==> src/rtl/cp0.sv <==
// Coprocessor 0: SR/Cause/EPC/PRId, exception and interrupt request generation for the M stage.
// Req is raised combinationally and all CP0 state updates land on the following rising edge.
module cp0 (
   input  logic        clk,
   input  logic        reset,
   input  logic        en,
   input  logic [4:0]  CP0_addr,
   input  logic [31:0] CP0_in,
   output logic [31:0] CP0_out,
   input  logic [31:0] VPC,
   input  logic        BD_in,
   input  logic [4:0]  ExcCode_in,
   input  logic [5:0]  HWInt,
   input  logic        EXL_clr,
   output logic [31:0] EPC_out,
   output logic        Req
);

   localparam logic [4:0]  AddrSr    = 5'd12;
   localparam logic [4:0]  AddrCause = 5'd13;
   localparam logic [4:0]  AddrEpc   = 5'd14;
   localparam logic [4:0]  AddrPrid  = 5'd15;
   localparam logic [31:0] PridValue = 32'h0000_2025;

   logic [5:0]  im_q, im_d;
   logic        exl_q, exl_d;
   logic        ie_q, ie_d;
   logic        bd_q, bd_d;
   logic [5:0]  ip_q, ip_d;
   logic [4:0]  exc_code_q, exc_code_d;
   logic [31:0] epc_q, epc_d;

   logic        int_req;
   logic        exc_req;
   logic [31:0] sr_val;
   logic [31:0] cause_val;

   always_comb begin
      int_req = (|(HWInt & im_q)) & ie_q & ~exl_q;
      exc_req = (ExcCode_in != 5'd0) & ~exl_q;
      Req     = (int_req | exc_req) & ~reset;
   end

   always_comb begin
      sr_val    = {16'b0, im_q, 8'b0, exl_q, ie_q};
      cause_val = {bd_q, 15'b0, ip_q, 3'b0, exc_code_q, 2'b0};
      EPC_out   = epc_q;
      unique case (CP0_addr)
         AddrSr:    CP0_out = sr_val;
         AddrCause: CP0_out = cause_val;
         AddrEpc:   CP0_out = epc_q;
         AddrPrid:  CP0_out = PridValue;
         default:   CP0_out = 32'd0;
      endcase
   end

   always_comb begin
      im_d       = im_q;
      exl_d      = exl_q;
      ie_d       = ie_q;
      bd_d       = bd_q;
      ip_d       = ip_q;
      exc_code_d = exc_code_q;
      epc_d      = epc_q;
      if (reset) begin
         im_d       = 6'd0;
         exl_d      = 1'b0;
         ie_d       = 1'b0;
         bd_d       = 1'b0;
         ip_d       = 6'd0;
         exc_code_d = 5'd0;
         epc_d      = 32'd0;
      end else begin
         ip_d = HWInt;
         if (Req) begin
            exl_d      = 1'b1;
            bd_d       = BD_in;
            exc_code_d = int_req ? 5'd0 : ExcCode_in;
            epc_d      = BD_in ? (VPC - 32'd4) : VPC;
         end else begin
            if (en) begin
               if (CP0_addr == AddrSr) begin
                  im_d  = CP0_in[15:10];
                  exl_d = CP0_in[1];
                  ie_d  = CP0_in[0];
               end else if (CP0_addr == AddrEpc) begin
                  epc_d = CP0_in;
               end
            end
            // eret wins over a same-edge mtc0 to SR
            if (EXL_clr) begin
               exl_d = 1'b0;
            end
         end
      end
   end

   always_ff @(posedge clk) begin
      im_q       <= im_d;
      exl_q      <= exl_d;
      ie_q       <= ie_d;
      bd_q       <= bd_d;
      ip_q       <= ip_d;
      exc_code_q <= exc_code_d;
      epc_q      <= epc_d;
   end

endmodule
==> config.mk <==
export PLATFORM = sky130hd
export DESIGN_NAME = cp0
export DESIGN_NICKNAME = d
export VERILOG_FILES = /design/src/rtl/cp0.sv
export SDC_FILE = /design/constraint.sdc
export NUM_CORES = 1
export LEC_CHECK = 0
export ABC_AREA = 1
export BUFFER_PORTS_ARGS = -buffer_cell sky130_fd_sc_hd__buf_2
export CORE_AREA = 2 2 84 86
export CTS_BUF_LIST = sky130_fd_sc_hd__clkbuf_2
export DETAILED_ROUTE_END_ITERATION = 10
export DIE_AREA = 0 0 86 88
export GPL_ROUTABILITY_DRIVEN = 0
export PLACE_DENSITY = 0.87
export SETUP_SLACK_MARGIN = 0.1
export SLEW_MARGIN = 20
export SYNTH_ARGS = -nofsm -noshare
export SYNTH_HDL_FRONTEND = slang
export SYNTH_SLANG_ARGS = --single-unit
==> constraint.sdc <==
create_clock -name clk -period 3.09 [get_ports clk]
set_input_delay 0.618 -clock clk [delete_from_list [all_inputs] [get_ports clk]]
set_output_delay 0.618 -clock clk [all_outputs]
set_load 0.005 [all_outputs]
==> parameters.txt, run 1 <==
Parameter                              Value

Critical path
  Crit path launch type    input pin
  Largest fanout on the critical path    11
  Data required time at the worst endpoint    around 2.5 ns
  Arr. time, crit path    about 1.7 ns
  Category of the most critical setup path    input pin to primary output
  Kind of end point of the critical path    primary output

Floorplan
  Standard cell core area    roughly 0.0066 sq mm
  Die W    86 um
  Top Ports    150
  Vertical die dimension    about 88 um
  Placement row count    30
  Initial standard-cell utilization of the core    52.49%
  Die Area    0.007568 sq mm

Clocking
  Insertion delay of the later-clocked pin in the worst-skew pair    roughly 0.45 ns
  Maximum level of the CTS H-tree    2
  Post-CTS Setup Repair Bufs    0
  CTS max path bufs    2
  Clock transition at the registers of the reported paths    approximately 0.29 ns
  Hold Buf Count CTS    0
  CTS tree    yes
  Count of clock tree sinks    52
  Number of buffers created by CTS    5
  Gates resized, CTS repair    0
  Root buf cell    sky130_fd_sc_hd__clkbuf_2

Global route
  Via count of the first global-routing pass    roughly 3,700
  Total global-route track usage    27.41%
  Total grt overflow    0
  Pin count of the biggest net entering global routing    38
  Wire length of the first global-routing pass    16.63 mm
  Initial antenna violation count    0

STA
  Relative slew margins    between 60% and 70%
  Final critical-path required period    2.321 ns
  Slew at the pin closest to its max-slew limit    between 0.4 and 0.5 ns
  Timing-limited maximum frequency    ~430 MHz
  Unrepaired setup endpoints after global routing    no
  Number of hold violations in the final report    0
  Max-slew violation count    0
  Aggregate negative setup slack    0 ns
  Fin Clk Skew    0.03057 ns
  Ratio of final minimum period to clock period    around three quarters
  Number of setup violations in the final report    0

Final layout
  Top library cells by usage in the layout, fill and taps aside    sky130_fd_sc_hd__nand2_1, sky130_fd_sc_hd__buf_2, sky130_fd_sc_hd__nor2_1
  Most common cell after layout, fill and taps aside    sky130_fd_sc_hd__nand2_1
  Antenna diode count    0
  Total of fill cells in the finished design    635
  Final design utilization    between 60 and 70%
  Proportion of layout cells with a drive suffix above 1    25.68%
  Final net count    817
  Signed area change from the synthesized netlist to the final layout    23.90%

Power
  Leak    around 2.2 nW
  Switching power    roughly 0.48 mW
  Peak ir drop on the vdd network    roughly 170 uV
  Fraction of power consumed by combinational cells    between 20% and 30%
  Part of the total power dissipated in sequential elements    between 50% and 60%
  Pwr Density    324.4 mW/mm^2
  Clock share of power    between 20% and 30%
  Total chip power    between 1 and 1.5 mW
  Switching power as a share of total power    between 30% and 40%
  Internal power consumption    0.9236 mW

Placement
  Final HPWL from detailed placement    slightly above 8 mm
  Count of input and output buffers    between 100 and 150

Route
  Wirelength per Cell    approximately 13 um
  Remaining design rule violation count    0
  Overall routed net length    10.51 mm
  Iter 0 DRT Violations    roughly 320
  Average via count per standard cell    between 5 and 6
  Post-route ant nets    0
  Pre-antenna DRT Iters    5
  Vias after detailed routing    between 4,000 and 5,000

Synth
  Number of distinct library cells after synthesis    34
  Syn Nets    approximately 680
  Mapped Avg Cell Area    5.910 sq um
  Gate count after technology mapping    between 500 and 600
  EDFF count, synth    0
  Synth Flop Type    sky130_fd_sc_hd__dfxtp_1
  Warnings from Yosys    0
  Async set-reset flop share out of synthesis    0%
  Flip-flop and latch count after synthesis    52
  Sequential element share of the synthesized area    between 20% and 30%
  Summed instance area of the synthesized netlist    between 0.003 and 0.004 sq mm

Status
  Run status    finished, final reports clean

Job
  Max Cap Viol    0

Worst hold path
  Classification of the worst-slack hold path    input pin to flop
==> final cells by class <==
class                      instances  area, sq um  area share (%)
sequential                        52         1041           24.10
clock buffer                       5        25.02          0.5792
inverter                          70        265.3           6.140
tap                               80        100.1           2.317
clock inverter                     3        23.77          0.5502
timing repair buffer             153        775.7           17.96
multi-input combinational        449         2090           48.36
==> kinds of logic (layout without fill, tap and decap cells) <==
family,count (synthesis),in the layout,synth area share (%)
DFF,52,52,29.85
buffers and inverters,89,231,10.23
adders and majority gates,1,1,0.3588
and+or+nand+nor,350,350,42.20
AOI/OAI and AO/OA,84,84,13.85
xor gates and xnor gates,14,14,3.516
==> worst max-delay path: stages <==
cell                      delay (ns)
sky130_fd_sc_hd__buf_2          0.10
sky130_fd_sc_hd__nor2_1         0.18
sky130_fd_sc_hd__nand2_1        0.17
sky130_fd_sc_hd__inv_1          0.31
sky130_fd_sc_hd__a22o_1         0.21
sky130_fd_sc_hd__buf_2          0.11
==> power groups by stage <==
stage / logic (mW) / clock network (mW) / registers [mW]
2_1_floorplan: 0.193 / 0 / 0.768
3_3_place_gp: 0.342 / 0 / 0.772
3_5_place_dp: 0.351 / 0 / 0.772
4_1_cts: 0.352 / 0.294 / 0.760
5_1_grt: 0.398 / 0.318 / 0.766
6_report: 0.354 / 0.287 / 0.761
==> through the flow <==
stage	worst slack, ns	instance area, sq um	instances	hold WS [ns]
floorplan	1.023	3487	590	0.4243
global placement	0.7756	4272	804	0.4536
detailed placement	0.6439	4272	804	0.4581
CTS	0.7532	4320	812	0.3180
global route	0.6221	4320	812	0.2914
finish	0.7687	4320	812	0.3286
==> sequential cells by signal (all words and copies together) (netlist names) <==
register and cells:
bd_q 1, ie_q 1, EPC_out 32, im_q 6
exc_code_q 5, ip_q 6, exl_q 1
==> layer usage <==
metal	track usage [%]	routed length, um
met1	35.49	4411
met4	7.215	185
met5	0	0
met2	47.78	4996
met3	4.147	919
==> final timing paths <==
kind / start / end / slack [ns] / cells after the start
setup reg to reg: im_q[2]$_SDFFE_PP0P_ / im_q[4]$_SDFFE_PP0P_ / 1.16 / 9
hold / removal: HWInt[3] / ip_q[3]$_SDFF_PP0_ / 0.33 / 3
hold reg to reg: bd_q$_SDFFE_PP0P_ / bd_q$_SDFFE_PP0P_ / 0.49 / 2
setup / recovery: CP0_addr[0] / CP0_out[3] / 0.77 / 6
==> cell usage after synthesis (7+ instances only) <==
library cell / n / share of area, %
sky130_fd_sc_hd__nor2_1: 91 / 9.8
sky130_fd_sc_hd__nand3_1: 31 / 4.4
sky130_fd_sc_hd__dfxtp_1: 52 / 30
sky130_fd_sc_hd__buf_2: 10 / 1.4
sky130_fd_sc_hd__o21ai_0: 36 / 5.2
sky130_fd_sc_hd__clkbuf_1: 7 / 0.75
sky130_fd_sc_hd__inv_1: 66 / 7.1
sky130_fd_sc_hd__a21oi_1: 30 / 4.3
sky130_fd_sc_hd__nor2_2: 7 / 1.3
sky130_fd_sc_hd__nand4_1: 10 / 1.8
sky130_fd_sc_hd__xor2_1: 12 / 3.0
sky130_fd_sc_hd__nand2_1: 195 / 21
(Power assumes the default switching activity.)
==> run 2, diff against run 1 <==
Settings changed: ABC_AREA 1 to 0, CORE_AREA 2 2 84 86 to 2 2 87 89, DIE_AREA 0 0 86 88 to 0 0 89 91, PLACE_DENSITY 0.87 to 0.8.
Clock period 3.09 ns to 2.41 ns, I/O delays scaled along.
==> run 2 against run 1 <==
Highest routed layer unchanged; setup slack got worse by 0.57 ns; wire length rose by 12%; largest power group unchanged; global-route usage rose by 0.58 points; sequential power rose by 28%; area after synthesis fell by 2.6%; critical path depth did not move.
==> parameters.txt, run 2 <==
Parameter                              Value

Synth
  Dominant combinational cell family by area after synthesis    simple AND/OR/NAND/NOR gates
  Ranking of synthesized cells by area    sky130_fd_sc_hd__dfxtp_1, sky130_fd_sc_hd__and3_1, sky130_fd_sc_hd__a2111oi_0, sky130_fd_sc_hd__mux2i_1, sky130_fd_sc_hd__a311oi_1
  Ranking of synthesized cells by instance count    sky130_fd_sc_hd__dfxtp_1, sky130_fd_sc_hd__and3_1, sky130_fd_sc_hd__clkbuf_1, sky130_fd_sc_hd__a2111oi_0
  Warnings from Yosys    0
  EDFF count, synth    0
  Async set-reset flop share out of synthesis    0%
  Post-synthesis share of cell area spent on full adders, half adders and majority gates    less than 1%
  Number of distinct library cells after synthesis    48
  Syn Nets    500
  Mapped Avg Cell Area    around 8.2 sq um
  Synth Flop Type    sky130_fd_sc_hd__dfxtp_1
  XOR/XNOR share of the synthesized area    ~2.8%
  Sequential element share of the synthesized area    slightly above 30%
  Multiplexer fraction of the synthesized cell area    under 10%
  Summed instance area of the synthesized netlist    0.003397 sq mm
  Synth top area share    a little under a third
  Post-synthesis share of cell area spent on and, or, nand and nor gates    between 30% and 40%
  Flip-flop and latch count after synthesis    52
  Most common cell in the synthesized netlist    sky130_fd_sc_hd__dfxtp_1
  Share of the synthesized area in compound gates (AO/OA/AOI/OAI)    25.45%
  Most area-hungry cell type in the Yosys netlist    sky130_fd_sc_hd__dfxtp_1
  Gate count after technology mapping    414

Clocking
  Post-CTS Setup Repair Bufs    0
  Root buf cell    sky130_fd_sc_hd__clkbuf_2
  CTS max path bufs    2
  Clock transition at the registers of the reported paths    roughly 0.23 ns
  Hold Buf Count CTS    0
  CTS tree    yes
  Number of buffers created by CTS    5
  Count of clock tree sinks    52
  Gates resized, CTS repair    0
  Maximum level of the CTS H-tree    2
  Insertion delay of the later-clocked pin in the worst-skew pair    around 0.41 ns

Critical path
  Largest fanout on the critical path    3
  Crit path launch type    input pin
  Kind of end point of the critical path    primary output
  Setup slack of the worst register-to-register path    ~0.65 ns
  Launching point of the worst reg2reg path    im_q[0]$_SDFFE_PP0P_
  FF-to-FF path depth    5
  Destination of the worst register-to-register timing path    EPC_out[12]$_SDFFE_PP0P_
  Data required time at the worst endpoint    1.93 ns
  Category of the most critical setup path    input pin to primary output
  Arr. time, crit path    1.73 ns

STA
  Max-slew violation count    0
  Relative slew margins    56.66%
  Number of setup violations in the final report    0
  Fin Clk Skew    roughly 0.010 ns
  PnR worst setup slack    roughly 0.20 ns
  Timing-limited maximum frequency    between 400 and 500 MHz
  Number of hold violations in the final report    0
  Final critical-path required period    2.211 ns
  Slew at the pin closest to its max-slew limit    0.6481 ns
  Unrepaired setup endpoints after global routing    no
  Ratio of final minimum period to clock period    91.75%
  Smallest hold slack    between 0.2 and 0.3 ns

Job
  Max Cap Viol    0

Global route
  Total global-route track usage    27.99%
  Wire length of the first global-routing pass    roughly 18 mm
  Initial antenna violation count    0
  Via count of the first global-routing pass    ~3,700
  Pin count of the biggest net entering global routing    33
  Total grt overflow    0

Route
  Overall routed net length    11.82 mm
  Wirelength per Cell    roughly 18 um
  Iter 0 DRT Violations    228
  Pre-antenna DRT Iters    5
  Vias after detailed routing    ~4,100
  Post-route ant nets    0
  Remaining design rule violation count    0
  Average via count per standard cell    around 6.1

Final layout
  Reg area    roughly 0.0010 sq mm
  Antenna diode count    0
  Proportion of layout cells with a drive suffix above 1    a little over a third
  Multi-input combinational cell area    approximately 0.0022 sq mm
  Final net count    657
  Top library cells by usage in the layout, fill and taps aside    sky130_fd_sc_hd__buf_2, sky130_fd_sc_hd__dfxtp_1, sky130_fd_sc_hd__and3_1
  Final design utilization    between 60% and 70%
  Number of flip-flops under the largest register name    32
  Signed area change from the synthesized netlist to the final layout    31.16%
  Most common cell after layout, fill and taps aside    sky130_fd_sc_hd__buf_2
  Total of fill cells in the finished design    676
  Number of standard cells in the final layout excluding fillers    roughly 670

Worst hold path
  Classification of the worst-slack hold path    input pin to flop
  Worst min-delay path endpoint    ip_q[5]$_SDFF_PP0_
  Hold wc startpoint    HWInt[5]
  Instance count along the most critical hold path    2

Floorplan
  Placement row count    31
  Top Ports    150
  Die W    89 um
  Standard cell core area    roughly 0.0071 sq mm
  Die Area    between 0.008 and 0.009 sq mm
  Initial standard-cell utilization of the core    a little under half
  Vertical die dimension    91 um

Placement
  Post-Place Setup Slack    -0.1587 ns
  Instance count after placement with tap cells included    between 600 and 700
  Count of input and output buffers    around 150
  Final HPWL from detailed placement    ~9 mm

Power
  Peak ir drop on the vdd network    about 190 uV
  Pwr Density    395.3 mW/mm^2
  Leak    about 2 nW
  Total chip power    between 1.5 and 2 mW

Status
  Run status    finished, final reports clean
## run 2: cell types whose count changed in the layout (fill, tap and decap cells not counted), sizes merged, moves of 36 or more
| cell | delta |
|---|---|
| and3 | +43 |
| nor2 | -80 |
| inv | -66 |
| nand2 | -194 |
| buf | +36 |
## run 2: critical path: stages
cell	delay, ns
sky130_fd_sc_hd__buf_2	0.10
sky130_fd_sc_hd__or4_1	0.56
sky130_fd_sc_hd__o21a_1	0.23
sky130_fd_sc_hd__nor2_1	0.16
sky130_fd_sc_hd__nor2_1	0.07
sky130_fd_sc_hd__buf_2	0.13
## run 2: power by group
part           internal (mW)  leakage (nW)  total (mW)  switching, mW
combinational          0.220          1.58       0.476          0.256
clock                 0.0555        0.0208       0.310          0.254
sequential             0.928         0.431       0.975         0.0477
## run 2: logic make-up after synthesis
logic type / Yosys count
and+or+nand+nor: 172
AOI/OAI and AO/OA: 118
DFF: 52
buffers and inverters: 43
muxes: 17
xor gates and xnor gates: 11
adders and majority gates: 1
## run 2: final cells by class
type	count	area share, %
clock buffers	5	0.5616
inverters	4	0.3370
multi-input cells	319	49.20
flip-flops and latches	52	23.36
well taps	99	2.780
repair buffers	189	23.76
## run 2: worst max-delay path by stage
stage                               end  cells past startpoint  slack [ns]            startpoint
4_1_cts                             Req                      6        0.21         ExcCode_in[0]
3_3_place_gp   EPC_out[30]$_SDFFE_PP0P_                      5       -0.12               VPC[18]
3_5_place_dp   EPC_out[30]$_SDFFE_PP0P_                      5       -0.16               VPC[18]
2_1_floorplan  EPC_out[31]$_SDFFE_PP0P_                      5        0.09               VPC[18]
6_report                            Req                      6        0.20         ExcCode_in[0]
5_1_grt                             Req                      5        0.12  im_q[0]$_SDFFE_PP0P_
## run 2: metrics by stage
stage / TNS, ns / cell area, sq um
finish: 0 / 4456
detailed placement: -1.028 / 4431
floorplan: 0 / 3406
global route: 0 / 4456
CTS: 0 / 4456
global placement: -0.7758 / 4431
## run 2: routing by layer
metal | track usage, % | up-vias | part of all wire [%]
met4 | 8.458 | 0 | 1.9
met1 | 38.05 | 1921 | 42
met3 | 3.455 | 22 | 7.8
li1 | - | 1937 | -
met5 | 0 | - | 0
met2 | 45.90 | 223 | 48
==> run 3, diff against run 2 <==
Settings changed: BUFFER_PORTS_ARGS -buffer_cell sky130_fd_sc_hd__buf_2 to unset, CORE_AREA 2 2 87 89 to 5 5 85 87, DIE_AREA 0 0 89 91 to 0 0 90 92, DONT_BUFFER_PORTS set to 1, PLACE_DENSITY 0.8 to 0.69.
==> run 3 against run 2 <==
Clock skew grew 0.035 ns; maximum frequency up 2.8%; sequential share of layout area is 5.2 points higher; count of clock-buffer cells in the layout unchanged; global-route usage shrank 1.2 points; critical path depth fell by 2; critical path type is now flop to primary output; critical endpoint unchanged.
==> parameters.txt, run 3 (same netlist as run 2, synthesis figures left out) <==
Parameter                              Value

Critical path
  Setup slack of the worst register-to-register path    about 0.53 ns
  Destination of the worst register-to-register timing path    EPC_out[29]$_SDFFE_PP0P_
  Delay-heaviest family, CP    compound AO/OA/AOI/OAI gates
  Kind of end point of the critical path    primary output
  Crit path launch type    flop
  Critical Path Slowest Stage Cell    sky130_fd_sc_hd__dfxtp_2
  Arr. time, crit path    roughly 1.7 ns
  Data required time at the worst endpoint    around 1.9 ns
  Launching point of the worst reg2reg path    im_q[0]$_SDFFE_PP0P_
  Cells along the critical path    a22oi_1, a311oi_4, nor2_1, nor2_1
  FF-to-FF path depth    5
  Slowest Stage Delay on Critical Path    ~0.41 ns
  Worst path most repeated cell    sky130_fd_sc_hd__nor2_1
  Largest fanout on the critical path    3
  Bufs and invs on worst path    0
  Category of the most critical setup path    flop to primary output

Final layout
  Total of fill cells in the finished design    between 600 and 700
  Signed area change from the synthesized netlist to the final layout    7.514%
  Number of flip-flops under the largest register name    32
  Top library cells by usage in the layout, fill and taps aside    sky130_fd_sc_hd__dfxtp_1, sky130_fd_sc_hd__and3_1, sky130_fd_sc_hd__buf_4
  Most common cell after layout, fill and taps aside    sky130_fd_sc_hd__dfxtp_1
  Proportion of layout cells with a drive suffix above 1    12.05%
  Final design utilization    about three fifths
  Antenna diode count    0
  Final net count    500

Power
  Total chip power    ~1.7 mW
  Peak ir drop on the vdd network    roughly 290 uV
  Clock share of power    between 20% and 30%
  Switching power as a share of total power    about 32%
  Switching power    0.5377 mW
  Internal power consumption    approximately 1.1 mW
  Pwr Density    459.3 mW/mm^2
  Leak    1.327 nW
  Part of the total power dissipated in sequential elements    between 50% and 60%
  Fraction of power consumed by combinational cells    17.1%

STA
  Aggregate negative setup slack    0 ns
  Number of hold violations in the final report    0
  Relative slew margins    64.36%
  Max-slew violation count    0
  Final critical-path required period    2.150 ns
  Ratio of final minimum period to clock period    89.22%
  Number of setup violations in the final report    0
  Timing-limited maximum frequency    465.1 MHz
  Unrepaired setup endpoints after global routing    no
  Slew at the pin closest to its max-slew limit    0.5211 ns
  Fin Clk Skew    about 0.045 ns
  PnR worst setup slack    0.2599 ns

Global route
  Initial antenna violation count    0
  Wire length of the first global-routing pass    18.44 mm
  Via count of the first global-routing pass    around 3,400
  Total grt overflow    0
  Total global-route track usage    ~27%
  Pin count of the biggest net entering global routing    between 50 and 60

Floorplan
  Die Area    ~0.0083 sq mm
  Initial standard-cell utilization of the core    a little over half
  Vertical die dimension    about 90 um
  Placement row count    29
  Top Ports    150
  Die W    around 90 um
  Standard cell core area    about 0.0063 sq mm

Route
  Iter 0 DRT Violations    217
  Average via count per standard cell    slightly above 7
  Wirelength per Cell    around 23 um
  Remaining design rule violation count    0
  Overall routed net length    11.56 mm
  Vias after detailed routing    3,502
  Pre-antenna DRT Iters    5
  Post-route ant nets    0

Worst hold path
  Instance count along the most critical hold path    1
  Hold wc startpoint    reset
  Classification of the worst-slack hold path    input pin to flop
  Worst min-delay path endpoint    EPC_out[5]$_SDFFE_PP0P_

Placement
  Final HPWL from detailed placement    slightly above 8 mm
  Post-Place Setup Slack    -0.06429 ns
  Count of input and output buffers    0

Clocking
  CTS tree    yes
  Number of buffers created by CTS    5
  Post-CTS Setup Repair Bufs    0
  Count of clock tree sinks    52
  CTS max path bufs    2
  Clock transition at the registers of the reported paths    about 0.33 ns
  Maximum level of the CTS H-tree    2
  Root buf cell    sky130_fd_sc_hd__clkbuf_2
  Insertion delay of the later-clocked pin in the worst-skew pair    approximately 0.48 ns

Status
  Run status    finished, final reports clean

Job
  Max Cap Viol    0
[run 3: changes by cell type in the layout (fill, tap and decap cells not counted), moves of 2 or more]
cell and change:
sky130_fd_sc_hd__buf_2 -149, sky130_fd_sc_hd__buf_4 -12, sky130_fd_sc_hd__dfxtp_1 -2, sky130_fd_sc_hd__dfxtp_2 +2
sky130_fd_sc_hd__dlygate4sd3_1 +5
[run 3: worst max path at each step]
| stage | from | end | slack (ns) | depth (start not counted) |
|---|---|---|---|---|
| 6_report | im_q[0]$_SDFFE_PP0P_ | Req | 0.26 | 4 |
| 5_1_grt | im_q[0]$_SDFFE_PP0P_ | Req | 0.13 | 4 |
| 4_1_cts | im_q[0]$_SDFFE_PP0P_ | Req | 0.22 | 4 |
| 3_5_place_dp | VPC[18] | EPC_out[28]$_SDFFE_PP0P_ | -0.06 | 4 |
| 3_3_place_gp | VPC[18] | EPC_out[30]$_SDFFE_PP0P_ | -0.003 | 4 |
| 2_1_floorplan | VPC[18] | EPC_out[31]$_SDFFE_PP0P_ | 0.09 | 5 |
[run 3: metrics by stage]
stage                     instances  hold slack (ns)  cell area [sq um]
after floorplan                 414           0.4404               3406
after global placement          479           0.4453               3547
after detailed placement        479           0.4522               3547
after CTS                       491        0.0003983               3640
after global routing            492         0.003057               3652
final                           492          0.04618               3652
[run 3: metal layers]
layer | wire [um] | share of wire [%] | vias to the layer above | GRT usage, %
li1 | - | - | 1624 | -
met1 | 4942 | 43 | 1678 | 35.19
met2 | 5266 | 46 | 179 | 42.13
met3 | 1141 | 9.9 | 21 | 8.347
met4 | 205 | 1.8 | 0 | 8.313
met5 | 0 | 0 | - | 0
[run 3: cell type report]
type                       instances  area (sq um)  area share [%]
clock buffer                       5         25.02          0.6852
tap                               77         96.34           2.638
inverter                           4         15.01          0.4111
timing repair buffer              32         252.7           6.920
multi-input combinational        319          2192           60.02
sequential                        52          1044           28.57
clock inverter                     3         27.53          0.7537
[run 3: power by group through the flow]
stage	Combinational (mW)	Sequential, mW	Clock, mW
after floorplan	0.220	0.984	0
after global placement	0.265	1.01	0
after detailed placement	0.271	1.01	0
after CTS	0.280	0.991	0.408
after global routing	0.316	0.999	0.446
final	0.286	0.990	0.401
[run 3: timing repair]
action | 4_1_cts | 5_1_grt
hold buffers | 4 | 1
setup endpoints to repair | 0 | 1
gates resized for setup | 0 | 2
endpoints found under the hold margin | 7 | 5
